--- src/rtl/instr_loader_pkg.sv ---
// instr_loader_pkg: shared constants and state encodings for the serial
// instruction loader and its UART receiver.
package instr_loader_pkg;

   localparam int UART_CLKS_PER_BIT_25MHZ = 217;
   localparam int INSTR_W                 = 16;
   localparam int IMEM_DEPTH              = 256;

   // Loader FSM. LD_CHK is only entered when checksum support is compiled in.
   typedef enum logic [2:0] {
      LD_IDLE,
      LD_HDR,
      LD_HI,
      LD_LO,
      LD_WRITE,
      LD_CHK,
      LD_DONE
   } ld_state_e;

   // UART receiver bit-timing FSM.
   typedef enum logic [1:0] {
      RX_IDLE,
      RX_START,
      RX_DATA,
      RX_STOP
   } rx_state_e;

endpackage

--- src/rtl/instr_loader_uart_rx.sv ---
// uart_rx_byte: 8N1 UART byte receiver.
//   clk, rst        : system clock, synchronous active-high reset
//   rx              : serial line, idle high, asynchronous to clk
//   byte_valid      : one-cycle pulse, byte_data holds the received byte
//   byte_data[7:0]  : last received byte (LSB first on the wire)
//   byte_err        : one-cycle pulse when the stop bit is sampled low
module uart_rx_byte
   import instr_loader_pkg::*;
#(
   parameter int CLKS_PER_BIT = UART_CLKS_PER_BIT_25MHZ
) (
   input  logic       clk,
   input  logic       rst,
   input  logic       rx,
   output logic       byte_valid,
   output logic [7:0] byte_data,
   output logic       byte_err
);

   localparam int CNT_W = $clog2(CLKS_PER_BIT + 1);
   localparam logic [CNT_W-1:0] HALF_M1 = CNT_W'(CLKS_PER_BIT / 2 - 1);
   localparam logic [CNT_W-1:0] FULL_M1 = CNT_W'(CLKS_PER_BIT - 1);

   logic             rx_meta_q, rx_sync_q, rx_prev_q;
   rx_state_e        state_q;
   logic [CNT_W-1:0] cnt_q;
   logic [2:0]       bit_q;
   logic [7:0]       shift_q;
   logic             valid_q, err_q;

   always_ff @(posedge clk) begin
      if (rst) begin
         rx_meta_q <= 1'b1;
         rx_sync_q <= 1'b1;
         rx_prev_q <= 1'b1;
         state_q   <= RX_IDLE;
         cnt_q     <= '0;
         bit_q     <= '0;
         shift_q   <= '0;
         valid_q   <= 1'b0;
         err_q     <= 1'b0;
      end else begin
         rx_meta_q <= rx;
         rx_sync_q <= rx_meta_q;
         rx_prev_q <= rx_sync_q;
         valid_q   <= 1'b0;
         err_q     <= 1'b0;
         case (state_q)
            RX_IDLE: begin
               if (rx_prev_q && !rx_sync_q) begin
                  state_q <= RX_START;
                  cnt_q   <= '0;
               end
            end
            // Half a bit in, the line must still be low or it was a glitch.
            RX_START: begin
               if (cnt_q == HALF_M1) begin
                  cnt_q   <= '0;
                  bit_q   <= '0;
                  state_q <= rx_sync_q ? RX_IDLE : RX_DATA;
               end else begin
                  cnt_q <= cnt_q + 1'b1;
               end
            end
            RX_DATA: begin
               if (cnt_q == FULL_M1) begin
                  cnt_q   <= '0;
                  shift_q <= {rx_sync_q, shift_q[7:1]};
                  bit_q   <= bit_q + 1'b1;
                  if (bit_q == 3'd7) state_q <= RX_STOP;
               end else begin
                  cnt_q <= cnt_q + 1'b1;
               end
            end
            RX_STOP: begin
               if (cnt_q == FULL_M1) begin
                  cnt_q   <= '0;
                  valid_q <= rx_sync_q;
                  err_q   <= !rx_sync_q;
                  state_q <= RX_IDLE;
               end else begin
                  cnt_q <= cnt_q + 1'b1;
               end
            end
            default: state_q <= RX_IDLE;
         endcase
      end
   end

   assign byte_valid = valid_q;
   assign byte_data  = shift_q;
   assign byte_err   = err_q;

endmodule

--- src/rtl/instr_loader.sv ---
// instr_loader: serial program loader for the 256 x 16 instruction memory.
// Stream format: count byte N (0 means 256), then N instructions, high byte
// first. With INSTR_LOADER_CHECKSUM_EN defined, one trailing byte must equal
// the XOR of all payload bytes.
//   clk, rst      : clock, synchronous active-high reset
//   rx            : UART line (8N1)
//   load_req      : one-cycle start pulse, ignored while loading
//   wr_en/addr/data : instruction memory write port
//   loading       : high for the duration of a transfer
//   done          : one-cycle pulse on successful completion
//   frame_err     : sticky, cleared by rst or an accepted load_req
//   words_loaded  : instructions written in the current/last load
module instr_loader
   import instr_loader_pkg::*;
#(
   parameter int CLKS_PER_BIT = UART_CLKS_PER_BIT_25MHZ,
   parameter int ADDR_W       = 8,
   parameter int INSTR_W      = instr_loader_pkg::INSTR_W
) (
   input  logic               clk,
   input  logic               rst,
   input  logic               rx,
   input  logic               load_req,
   output logic               wr_en,
   output logic [ADDR_W-1:0]  wr_addr,
   output logic [INSTR_W-1:0] wr_data,
   output logic               loading,
   output logic               done,
   output logic               frame_err,
   output logic [ADDR_W:0]    words_loaded
);

   logic       byte_valid, byte_err;
   logic [7:0] byte_data;

   uart_rx_byte #(.CLKS_PER_BIT(CLKS_PER_BIT)) u_rx (
      .clk        (clk),
      .rst        (rst),
      .rx         (rx),
      .byte_valid (byte_valid),
      .byte_data  (byte_data),
      .byte_err   (byte_err)
   );

   ld_state_e          state_q;
   logic               wr_en_q, loading_q, done_q, frame_err_q;
   logic [ADDR_W-1:0]  addr_q;
   logic [INSTR_W-1:0] data_q;
   logic [ADDR_W:0]    words_q, n_q;
   logic [ADDR_W:0]    words_d;
`ifdef INSTR_LOADER_CHECKSUM_EN
   logic [7:0]         csum_q;
`endif

   assign words_d = words_q + 1'b1;

   always_ff @(posedge clk) begin
      if (rst) begin
         state_q     <= LD_IDLE;
         wr_en_q     <= 1'b0;
         loading_q   <= 1'b0;
         done_q      <= 1'b0;
         frame_err_q <= 1'b0;
         addr_q      <= '0;
         data_q      <= '0;
         words_q     <= '0;
         n_q         <= '0;
`ifdef INSTR_LOADER_CHECKSUM_EN
         csum_q      <= '0;
`endif
      end else begin
         wr_en_q <= 1'b0;
         done_q  <= 1'b0;
         case (state_q)
            LD_IDLE: begin
               if (load_req) begin
                  state_q     <= LD_HDR;
                  loading_q   <= 1'b1;
                  frame_err_q <= 1'b0;
                  words_q     <= '0;
                  addr_q      <= '0;
`ifdef INSTR_LOADER_CHECKSUM_EN
                  csum_q      <= '0;
`endif
               end
            end
            LD_HDR: begin
               if (byte_err) begin
                  frame_err_q <= 1'b1;
                  loading_q   <= 1'b0;
                  state_q     <= LD_IDLE;
               end else if (byte_valid) begin
                  // A zero count stands for a full memory image.
                  n_q     <= (byte_data == 8'd0) ? (ADDR_W+1)'(IMEM_DEPTH)
                                                 : (ADDR_W+1)'(byte_data);
                  state_q <= LD_HI;
               end
            end
            LD_HI: begin
               if (byte_err) begin
                  frame_err_q <= 1'b1;
                  loading_q   <= 1'b0;
                  state_q     <= LD_IDLE;
               end else if (byte_valid) begin
                  data_q[INSTR_W-1 -: 8] <= byte_data;
`ifdef INSTR_LOADER_CHECKSUM_EN
                  csum_q <= csum_q ^ byte_data;
`endif
                  state_q <= LD_LO;
               end
            end
            LD_LO: begin
               if (byte_err) begin
                  frame_err_q <= 1'b1;
                  loading_q   <= 1'b0;
                  state_q     <= LD_IDLE;
               end else if (byte_valid) begin
                  data_q[7:0] <= byte_data;
`ifdef INSTR_LOADER_CHECKSUM_EN
                  csum_q <= csum_q ^ byte_data;
`endif
                  wr_en_q <= 1'b1;
                  state_q <= LD_WRITE;
               end
            end
            // wr_en is high during this state; advance pointers as it ends.
            LD_WRITE: begin
               addr_q  <= addr_q + 1'b1;
               words_q <= words_d;
               if (words_d == n_q) begin
`ifdef INSTR_LOADER_CHECKSUM_EN
                  state_q <= LD_CHK;
`else
                  state_q <= LD_DONE;
                  done_q  <= 1'b1;
`endif
               end else begin
                  state_q <= LD_HI;
               end
            end
`ifdef INSTR_LOADER_CHECKSUM_EN
            LD_CHK: begin
               if (byte_valid && byte_data == csum_q) begin
                  state_q <= LD_DONE;
                  done_q  <= 1'b1;
               end else if (byte_valid || byte_err) begin
                  frame_err_q <= 1'b1;
                  loading_q   <= 1'b0;
                  state_q     <= LD_IDLE;
               end
            end
`endif
            LD_DONE: begin
               loading_q <= 1'b0;
               state_q   <= LD_IDLE;
            end
            default: state_q <= LD_IDLE;
         endcase
      end
   end

   assign wr_en        = wr_en_q;
   assign wr_addr      = addr_q;
   assign wr_data      = data_q;
   assign loading      = loading_q;
   assign done         = done_q;
   assign frame_err    = frame_err_q;
   assign words_loaded = words_q;

endmodule

--- config.mk ---
export PLATFORM = sky130hd
export DESIGN_NAME = instr_loader
export DESIGN_NICKNAME = d
export VERILOG_FILES = /design/src/rtl/instr_loader_pkg.sv /design/src/rtl/instr_loader_uart_rx.sv /design/src/rtl/instr_loader.sv
export SDC_FILE = /design/constraint.sdc
export NUM_CORES = 1
export LEC_CHECK = 0
export ABC_AREA = 0
export ABC_CLOCK_PERIOD_IN_PS = 1800
export CAP_MARGIN = 20
export CELL_PAD_IN_SITES_DETAIL_PLACEMENT = 0
export CELL_PAD_IN_SITES_GLOBAL_PLACEMENT = 1
export CORE_MARGIN = 2
export CORE_UTILIZATION = 43
export DETAILED_ROUTE_END_ITERATION = 8
export DONT_BUFFER_PORTS = 1
export PLACE_DENSITY_LB_ADDON = 0.1
export SLEW_MARGIN = 25
export SYNTH_ARGS = -nofsm -noshare
export SYNTH_HDL_FRONTEND = slang
export SYNTH_HIERARCHICAL = 1
export SYNTH_SLANG_ARGS = --single-unit
export TNS_END_PERCENT = 100
--- constraint.sdc ---
create_clock -name clk -period 1.8 [get_ports clk]
set_clock_uncertainty 0.15 [all_clocks]
set_input_delay 0.45 -clock clk [delete_from_list [all_inputs] [get_ports clk]]
set_output_delay 0.45 -clock clk [all_outputs]
set_load 0.02 [all_outputs]
Word level (Yosys, flattened, before mapping)
Index checks and enable logic that the tools add are counted.
{"block": "classes", "n_addsub": 4, "n_reduce_logical": 24, "n_eq_ne": 22, "n_mux": 36, "n_bitwise": 5}
{"op": "$mux 8", "n": 4}
{"op": "$mux 3", "n": 10}
{"op": "$pmux 8 s3", "n": 1}
{"op": "$mux 9", "n": 2}
{"op": "$pmux 9 s2", "n": 1}
{"op": "$reduce_and 3->1", "n": 6}
{"op": "$add 8x1->8 const B", "n": 2}
{"op": "$pmux 8 s2", "n": 1}
{"op": "$pmux 3 s5", "n": 1}
{"op": "$mux 2", "n": 6}
{"op": "$ne 2x1->1 const B", "n": 6}
{"op": "$add 9x1->9 const B", "n": 1}
{"op": "$eq 3x3->1 const B", "n": 3}
{"op": "$eq 9x9->1", "n": 1}
{"op": "$ne 3x1->1 const B", "n": 3}
{"op": "$reduce_or 3->1", "n": 3}
{"op": "$eq 8x7->1 const B", "n": 1}
{"op": "$eq 8x8->1 const B", "n": 1}
{"op": "$logic_not 8->1", "n": 1}
{"op": "$pmux 2 s4", "n": 1}
{"op": "$eq 3x2->1 const B", "n": 2}
{"op": "$mux 1", "n": 6}
{"op": "$pmux 3 s2", "n": 1}
{"op": "$reduce_bool 2->1", "n": 3}
{"op": "17 further kinds", "n": 24}
{"block": "word_totals", "output_inout_bits": 37, "wordCells": 110, "in_bits": 4, "ff_bits": 75}

Logic depth before layout (Yosys ltp)
Gate-level depths: netlist (run 1).
{"block": "depth", "word_depth": 4, "ltp_mapped": 7, "ltp_nobuf": 6}

Cells and area by module
The synthesis (run 1) kept the hierarchy.
{"module": "instr_loader", "seq_area_each_um2": 980.9, "cells_per_inst": 269, "n_inst": 1, "area_each_um2": 2255.9}
{"module": "uart_rx_byte", "seq_area_each_um2": 520.5, "cells_per_inst": 127, "n_inst": 1, "area_each_um2": 1183.6}

Least setup slack after synthesis (run 1)
No wires, ideal clock.
{"block": "synth_path", "path_kind": "register to register", "start": "register words_q[0] (netlist: words_loaded[0])", "end": "register done_q (netlist: done)", "required_time_ns": 1.577, "stages_incl_launch_ff": 7, "synth_period_minus_slack_ns": 1.971, "n_path_buf": 0, "setup_ns": 0.073, "arrival_ns": 1.748, "setup_slack_ns": -0.171, "path_cell_list": "dfxtp_1 > ha_1 > nand3_1 > nor3_1 > xnor2_1 > o2111ai_1 > nor3b_2"}
{"block": "synth_via", "elab_chain_cells": 3}
{"item": "from (decl)", "line_no": "instr_loader.sv:49", "rtl": "logic [ADDR_W:0] words_q, n_q;"}
{"item": "from (signal assigned)", "line_no": "instr_loader.sv:129", "rtl": "words_q <= words_d;"}
{"item": "$add 9x1->9", "line_no": "instr_loader.sv:55", "rtl": "assign words_d = words_q + 1'b1;"}
{"item": "$eq 9x9->1", "line_no": "instr_loader.sv:130", "rtl": "if (words_d == n_q) begin"}
{"item": "$mux 1", "line_no": "instr_loader.sv:130"}
{"item": "to (signal assigned)", "line_no": "instr_loader.sv:62", "rtl": "done_q <= 1'b0;"}
{"item": "to (signal assigned)", "line_no": "instr_loader.sv:73", "rtl": "done_q <= 1'b0;"}
{"item": "to (signal assigned)", "line_no": "instr_loader.sv:135", "rtl": "done_q <= 1'b1;"}
{"item": "to (decl)", "line_no": "instr_loader.sv:46", "rtl": "logic wr_en_q, loading_q, done_q, frame_err_q;"}
No other way between the ends.
A chain may end at the register's enable or synchronous reset.

Worst setup path in the final report (run 1)
Ends and elaborated chain as after synthesis.

==> results of run 1 <==
cells by family (layout without fill, tap and decap cells):
kind of cell	count (synthesis)	count (layout)	synth area share, %
mux	24	24	6.984
flops	75	75	43.65
buf+inv	28	67	4.001
compound gates	89	89	15.71
xor+xnor	15	15	3.819
simple gates	159	160	23.65
fa+ha+maj	6	6	2.183
Yosys cell counts (2+ instances only):
library cell,n
dfxtp_1,75
clkbuf_1,11
a311oi_1,4
nand4b_1,3
and3_1,3
buf_2,7
nand3_1,18
and2_1,3
nor3_1,11
o22ai_1,7
buf_4,2
nor2_1,55
nor2b_1,5
a21oi_1,37
or3_1,2
nand3b_1,6
o21a_1,3
o21ai_0,16
inv_1,6
mux2i_1,24
nand2_1,33
a211oi_1,3
a31oi_1,5
nor4b_1,2
and4_1,2
a22oi_1,4
xor2_1,5
xnor2_1,10
nor4_1,3
ha_1,6
or2_2,3
stage by stage:
step / utilization (%) / instances / hold slack, ns / total power [mW] / setup slack, ns
CTS: 52.35 / 537 / -0.002955 / 3.295 / 0.01923
floorplan: - / 396 / 0.2395 / 1.831 / 0.02343
global placement: 49.24 / 520 / 0.2428 / 1.856 / -0.06134
global route: 53.61 / 538 / -0.005971 / 3.382 / -0.01816
detailed placement: 49.24 / 520 / 0.2444 / 1.857 / -0.08654
finish: 53.61 / 538 / 0.01905 / 3.243 / 0.06303
path summary, 6_finish.rpt:
| path | end | start | cells after the start | slack, ns |
|---|---|---|---|---|
| worst max-delay path | done | words_loaded[0] | 6 | 0.06 |
| worst min-delay path | wr_addr[5] | rst | 1 | 0.02 |
| worst max register to register | done | words_loaded[0] | 6 | 0.06 |
| worst min register to register | u_rx/rx_sync_q | u_rx/rx_meta_q | 1 | 0.26 |
layout by cell type, fill, tap and decap left out, types with 5 or more instances in the layout:
master    count
nor2_1       54
mux2i_1      24
nor3_1        9
nor2b_1       5
xnor2_1       8
a31oi_1       5
ha_1          5
a21oi_1      36
nand2_1      33
dfxtp_1      72
o21ai_0      16
o22ai_1       7
clkbuf_8      9
inv_1         6
nand3b_1      6
buf_4        43
nand3_1      18
per-layer routing:
layer	up-vias	part of all wire (%)
li1	1487	-
met1	1388	50
met2	42	46
met3	8	3.4
met4	0	1.1
met5	-	0
sequential cells by signal (all words and copies together) (netlist names), 3 cells and up, named ones only:
name            flops
u_rx/bit_q          3
words_loaded        9
wr_addr             8
u_rx/byte_data      8
wr_data            16
u_rx/cnt_q          8
state_q             3
n_q                 9
area by class of cell:
cell class,instances,area (sq um)
inverters,6,22.52
multi-input cells,294,1913
flip-flops and latches,75,1505
clock inverters,7,87.58
fillers,747,3585
repair buffers,45,362.8
clock buffers,9,123.9
well taps,102,127.6
power by group:
| group | internal [mW] | switching [mW] |
|---|---|---|
| registers | 1.67 | 0.0208 |
| clock network | 0.680 | 0.722 |
| logic | 0.0631 | 0.0862 |
| total | 2.41 | 0.829 |
timing repair:
| item | CTS | global route |
|---|---|---|
| pin swaps | 1 | 5 |
| gates cloned | 0 | 1 |
| setup endpoints to repair | 11 | 22 |
| gates resized for setup | 2 | 15 |
| hold endpoints to repair | 40 | 9 |
==> results.py, run 1 <==
metrics = {
    "pwr": {
        "leakage_nw": 1.544,
        "p_per_area_nw_per_um2": 782.9,
        "vdd_ir_drop_max_v": 0.0003877,
    },
    "grt": {
        "antenna_found_initial": 0,
        "grt_max_degree": 41,
        "track_usage_pct": 19.28,
        "grt_pass1_vias": 2753,
        "met1_usage_pct": 25.84,
        "grt_most_used_layer": "met2",
        "use_met2_pct": 30.10,
        "grt_first_pass_wirelength_mm": 13.36,
        "overflow": 0,
        "use_met3_pct": 4.271,
    },
    "synth": {
        "synth.cell_area_sq_um": 3440,
        "ys_dominant_reg_cell": "dfxtp_1",
        "synthCells": 396,
        "avgSynthCellArea_sq_um": 8.686,
        "synth_seq_area_share_pct": 43.65,
        "synth.largest_area_cell": "dfxtp_1",
        "yosys_register_bits": 75,
        "syn_nets": 406,
        "synth_cell_type_count": 53,
        "synth_edf_count": 0,
        "yosysTopAreaCellShare_pct": 43.65,
        "synth_warnings": 6,
        "async_flop_share_pct": 0,
        "yosys-top-cells-area": "dfxtp_1 44%, mux2i_1 7.0%, nor2_1 6.0%, a21oi_1 5.4%, nand2_1 3.6%",
    },
    "clocking": {
        "cts_buffers": 9,
        "cts_setup_buffers": 0,
        "htree_levels": 3,
        "tritoncts": "yes",
        "clkTransAtPathRegs_ns": 0.09,
        "cts_buffer_depth": 2,
        "clock-root-buffer": "clkbuf_8",
        "postCtsHoldBufs": 1,
        "numClockSinks": 75,
        "insertion_delay_ns": 0.35,
    },
    "critical_path": {
        "required_ns": 1.93,
        "critPathKind": "reg2reg",
        "path_delay_family": "compound AO/OA/AOI/OAI gates",
        "worst_ep_arrival_time_ns": 1.87,
        "slowest_delay_ns": 0.37,
        "endpoint_kind": "flip-flop",
        "worstPathMaxFanout": 6,
        "crit_path_start_kind": "flip-flop",
        "path_buf_inv": 1,
        "crit_chain": "buf_4 -> xor2_1 -> o21ai_1 -> a2111oi_4 -> o2111ai_2 -> nor3b_2",
        "slowest_stage": "dfxtp_2",
    },
    "outcome": {
        "status": "finished, final reports clean",
    },
    "placement": {
        "place_hpwl_mm": 5.212,
        "port_buffers": 0,
        "place_area_sq_um": 3805,
        "gp_congestion": 0.7907,
    },
    "drt": {
        "viasPerCell": 5.437,
        "post_drt_wl_per_cell_um": 15.04,
        "drc": 0,
        "vias": 2925,
        "postRouteAntennaNets": 0,
        "drtPass1Iterations": 4,
        "wl_mm": 8.089,
        "drt_iter0_drc": 103,
    },
    "final_layout": {
        "syn2layout_area_growth_pct": 20.44,
        "stdcell_area_sq_um": 4143,
        "drive_above_1_share_pct": 19.95,
        "diodes": 0,
        "num-nets-final": 441,
    },
    "die": {
        "die_y_um": 93.44,
        "dieArea_sq_um": 8730,
        "die_w_um": 93.44,
        "rows": 32,
        "io_pins": 41,
        "start_util_pct": 44.51,
        "core_sq_um": 7727,
    },
    "sta": {
        "fin_crit_sh_pct": 96.50,
        "period_needed_ns": 1.737,
        "tightest_slew_ns": 0.4056,
        "drv_slew": 0,
        "maxSlewHeadroom_pct": 72.75,
        "hold_violations": 0,
        "fmax_mhz": 575.7,
        "finalSetupViolCount": 0,
        "fin_tns_setup_ns": 0,
    },
    "job": {
        "cap_violations": 0,
    },
    "min_path": {
        "hp-class": "in2reg",
    },
}
No activity file was read; power rests on OpenSTA's default activity.
==> run 2, diff against run 1 <==
--- a/config.mk
+++ b/config.mk
@@ -6,7 +6,6 @@
 export NUM_CORES = 1
 export LEC_CHECK = 0
 export ABC_AREA = 0
-export ABC_CLOCK_PERIOD_IN_PS = 1800
 export CAP_MARGIN = 20
 export CELL_PAD_IN_SITES_DETAIL_PLACEMENT = 0
 export CELL_PAD_IN_SITES_GLOBAL_PLACEMENT = 1
@@ -15,7 +14,7 @@
 export DETAILED_ROUTE_END_ITERATION = 8
 export DONT_BUFFER_PORTS = 1
 export PLACE_DENSITY_LB_ADDON = 0.1
-export SLEW_MARGIN = 25
+export SLEW_MARGIN = 5
 export SYNTH_ARGS = -nofsm -noshare
 export SYNTH_HDL_FRONTEND = slang
 export SYNTH_HIERARCHICAL = 1
==> results of run 2 <==
The final DEF is identical to that of run 1; final timing and power are the same.
==> run 3, diff against run 2 <==
--- a/config.mk
+++ b/config.mk
@@ -13,6 +13,7 @@
 export CORE_UTILIZATION = 43
 export DETAILED_ROUTE_END_ITERATION = 8
 export DONT_BUFFER_PORTS = 1
+export HOLD_SLACK_MARGIN = 0.06
 export PLACE_DENSITY_LB_ADDON = 0.1
 export SLEW_MARGIN = 5
 export SYNTH_ARGS = -nofsm -noshare
==> results.py, run 3 (synthesis results as in run 1) <==
metrics = {
    "final_layout": {
        "final_util_pct": 54.15,
        "drive_above_1_share_pct": 19.73,
        "fillers": 745,
        "final_cells": 543,
        "layout_commonest_cell": "dfxtp_1",
        "diodes": 0,
        "largest_register_ff_count": 16,
        "syn2layout_area_growth_pct": 21.64,
        "num-nets-final": 446,
        "most-common-layout-cells": "71 x dfxtp_1, 54 x nor2_1, 43 x buf_4, 36 x a21oi_1, 33 x nand2_1",
    },
    "clocking": {
        "insertion_delay_ns": 0.36,
        "cts_buffer_depth": 2,
        "cts_buffers": 9,
        "cts_setup_buffers": 0,
        "postCtsHoldBufs": 6,
        "clkTransAtPathRegs_ns": 0.09,
        "tritoncts": "yes",
        "clock-root-buffer": "clkbuf_8",
        "numClockSinks": 75,
        "htree_levels": 3,
    },
    "sta": {
        "fin_ws_ns": 0.06228,
        "whs_ns": 0.01677,
        "fin_tns_setup_ns": 0,
        "fmax_mhz": 575.5,
        "maxSlewHeadroom_pct": 72.57,
        "drv_slew": 0,
        "finalSetupViolCount": 0,
        "hold_violations": 0,
        "tightest_slew_ns": 0.4082,
        "period_needed_ns": 1.738,
        "fin_crit_sh_pct": 96.54,
    },
    "critical_path": {
        "slowest_delay_ns": 0.37,
        "startpoint": "words_loaded[0]",
        "r2r-end": "done",
        "crit_path_end": "done",
        "r2r-start": "words_loaded[0]",
        "critPathKind": "reg2reg",
        "rr_worst_depth": 6,
        "endpoint_kind": "flip-flop",
        "required_ns": 1.93,
        "worst_ep_arrival_time_ns": 1.87,
        "worst-path-stages": 6,
        "crit_chain": "buf_4 -> xor2_1 -> o21ai_1 -> a2111oi_4 -> o2111ai_2 -> nor3b_2",
        "crit_path_start_kind": "flip-flop",
        "path_buf_inv": 1,
        "slowest_stage": "dfxtp_2",
        "worstPathMaxFanout": 6,
        "rrSetupSlack_ns": 0.06,
        "path_delay_family": "compound AO/OA/AOI/OAI gates",
    },
    "drt": {
        "post_drt_wl_per_cell_um": 14.65,
        "viasPerCell": 5.411,
        "met1Wirelength_mm": 3.942,
        "wl_met2_mm": 3.627,
        "drt_iter0_drc": 114,
        "met3_length_um": 277,
        "drc": 0,
        "vias": 2938,
        "wl_mm": 7.954,
        "postRouteAntennaNets": 0,
        "top_layer_used": "met4",
        "drtPass1Iterations": 5,
    },
    "die": {
        "dieArea_sq_um": 8730,
        "io_pins": 41,
        "die_y_um": 93.44,
        "core_sq_um": 7727,
        "rows": 32,
        "die_w_um": 93.44,
        "start_util_pct": 44.51,
    },
    "grt": {
        "grt_max_degree": 75,
        "track_usage_pct": 18.86,
        "grt_first_pass_wirelength_mm": 13.14,
        "overflow": 0,
        "antenna_found_initial": 0,
        "grt_pass1_vias": 2748,
    },
    "placement": {
        "port_buffers": 0,
        "place_inst": 520,
        "gp_congestion": 0.7907,
        "place_hpwl_mm": 5.212,
        "pre_cts_slack_ns": -0.08654,
    },
    "min_path": {
        "holdPathStages": 1,
        "hp-class": "in2reg",
    },
    "pwr": {
        "leakage_nw": 1.558,
        "p_per_area_nw_per_um2": 773.6,
        "vdd_ir_drop_max_v": 0.0003952,
    },
    "job": {
        "cap_violations": 0,
    },
    "outcome": {
        "status": "finished, final reports clean",
    },
}
run 3: cell count changes in the layout (fill, tap and decap cells not counted):
cell	previous run	this run
dfxtp_2	3	4
dfxtp_1	72	71
buf_12	2	1
dlygate4sd3_1	0	6
run 3: area by class of cell:
class | count | area [sq um] | area share, %
Multi-Input combinational cell | 294 | 1913 | 45.72
Sequential cell | 75 | 1506 | 36.00
Timing Repair Buffer | 50 | 402.9 | 9.629
Tap cell | 102 | 127.6 | 3.050
Clock buffer | 9 | 123.9 | 2.961
Clock inverter | 7 | 87.58 | 2.093
Inverter | 6 | 22.52 | 0.5383
run 3: layer usage:
metal	up-vias	global-route usage [%]
li1	1490	-
met1	1394	25.29
met2	44	28.96
met3	10	4.432
met4	0	8.088
met5	-	0
run 3: how the worst min path moves through the flow:
stage / from / to / slack [ns]
after floorplan: u_rx/rx_meta_q / u_rx/rx_sync_q / 0.24
after detailed placement: u_rx/rx_meta_q / u_rx/rx_sync_q / 0.24
after global placement: u_rx/rx_meta_q / u_rx/rx_sync_q / 0.24
after CTS: rst / wr_data[3] / -0.01
final: rst / u_rx/cnt_q[1] / 0.02
after global routing: rst / u_rx/cnt_q[5] / -0.01
run 3: where the power goes:
part	internal [mW]	leakage, nW	switching [mW]	total [mW]
combinational	0.0656	0.841	0.0719	0.138
clock	0.680	0.109	0.727	1.41
sequential	1.67	0.607	0.0205	1.69
total	2.42	1.56	0.819	3.24
run 3: timing repair:
| action | 4_1_cts | 5_1_grt |
|---|---|---|
| cloned | 0 | 1 |
| gates resized for setup | 2 | 16 |
| endpoints found under the setup margin | 11 | 23 |
| endpoints found under the hold margin | 73 | 68 |
| pin swaps | 1 | 5 |
run 3: through the flow:
stage | area, sq um | power, mW
after floorplan | 3450 | 1.831
after global placement | 3805 | 1.856
after CTS | 4085 | 3.283
final | 4184 | 3.237
after detailed placement | 3805 | 1.857
after global routing | 4184 | 3.369
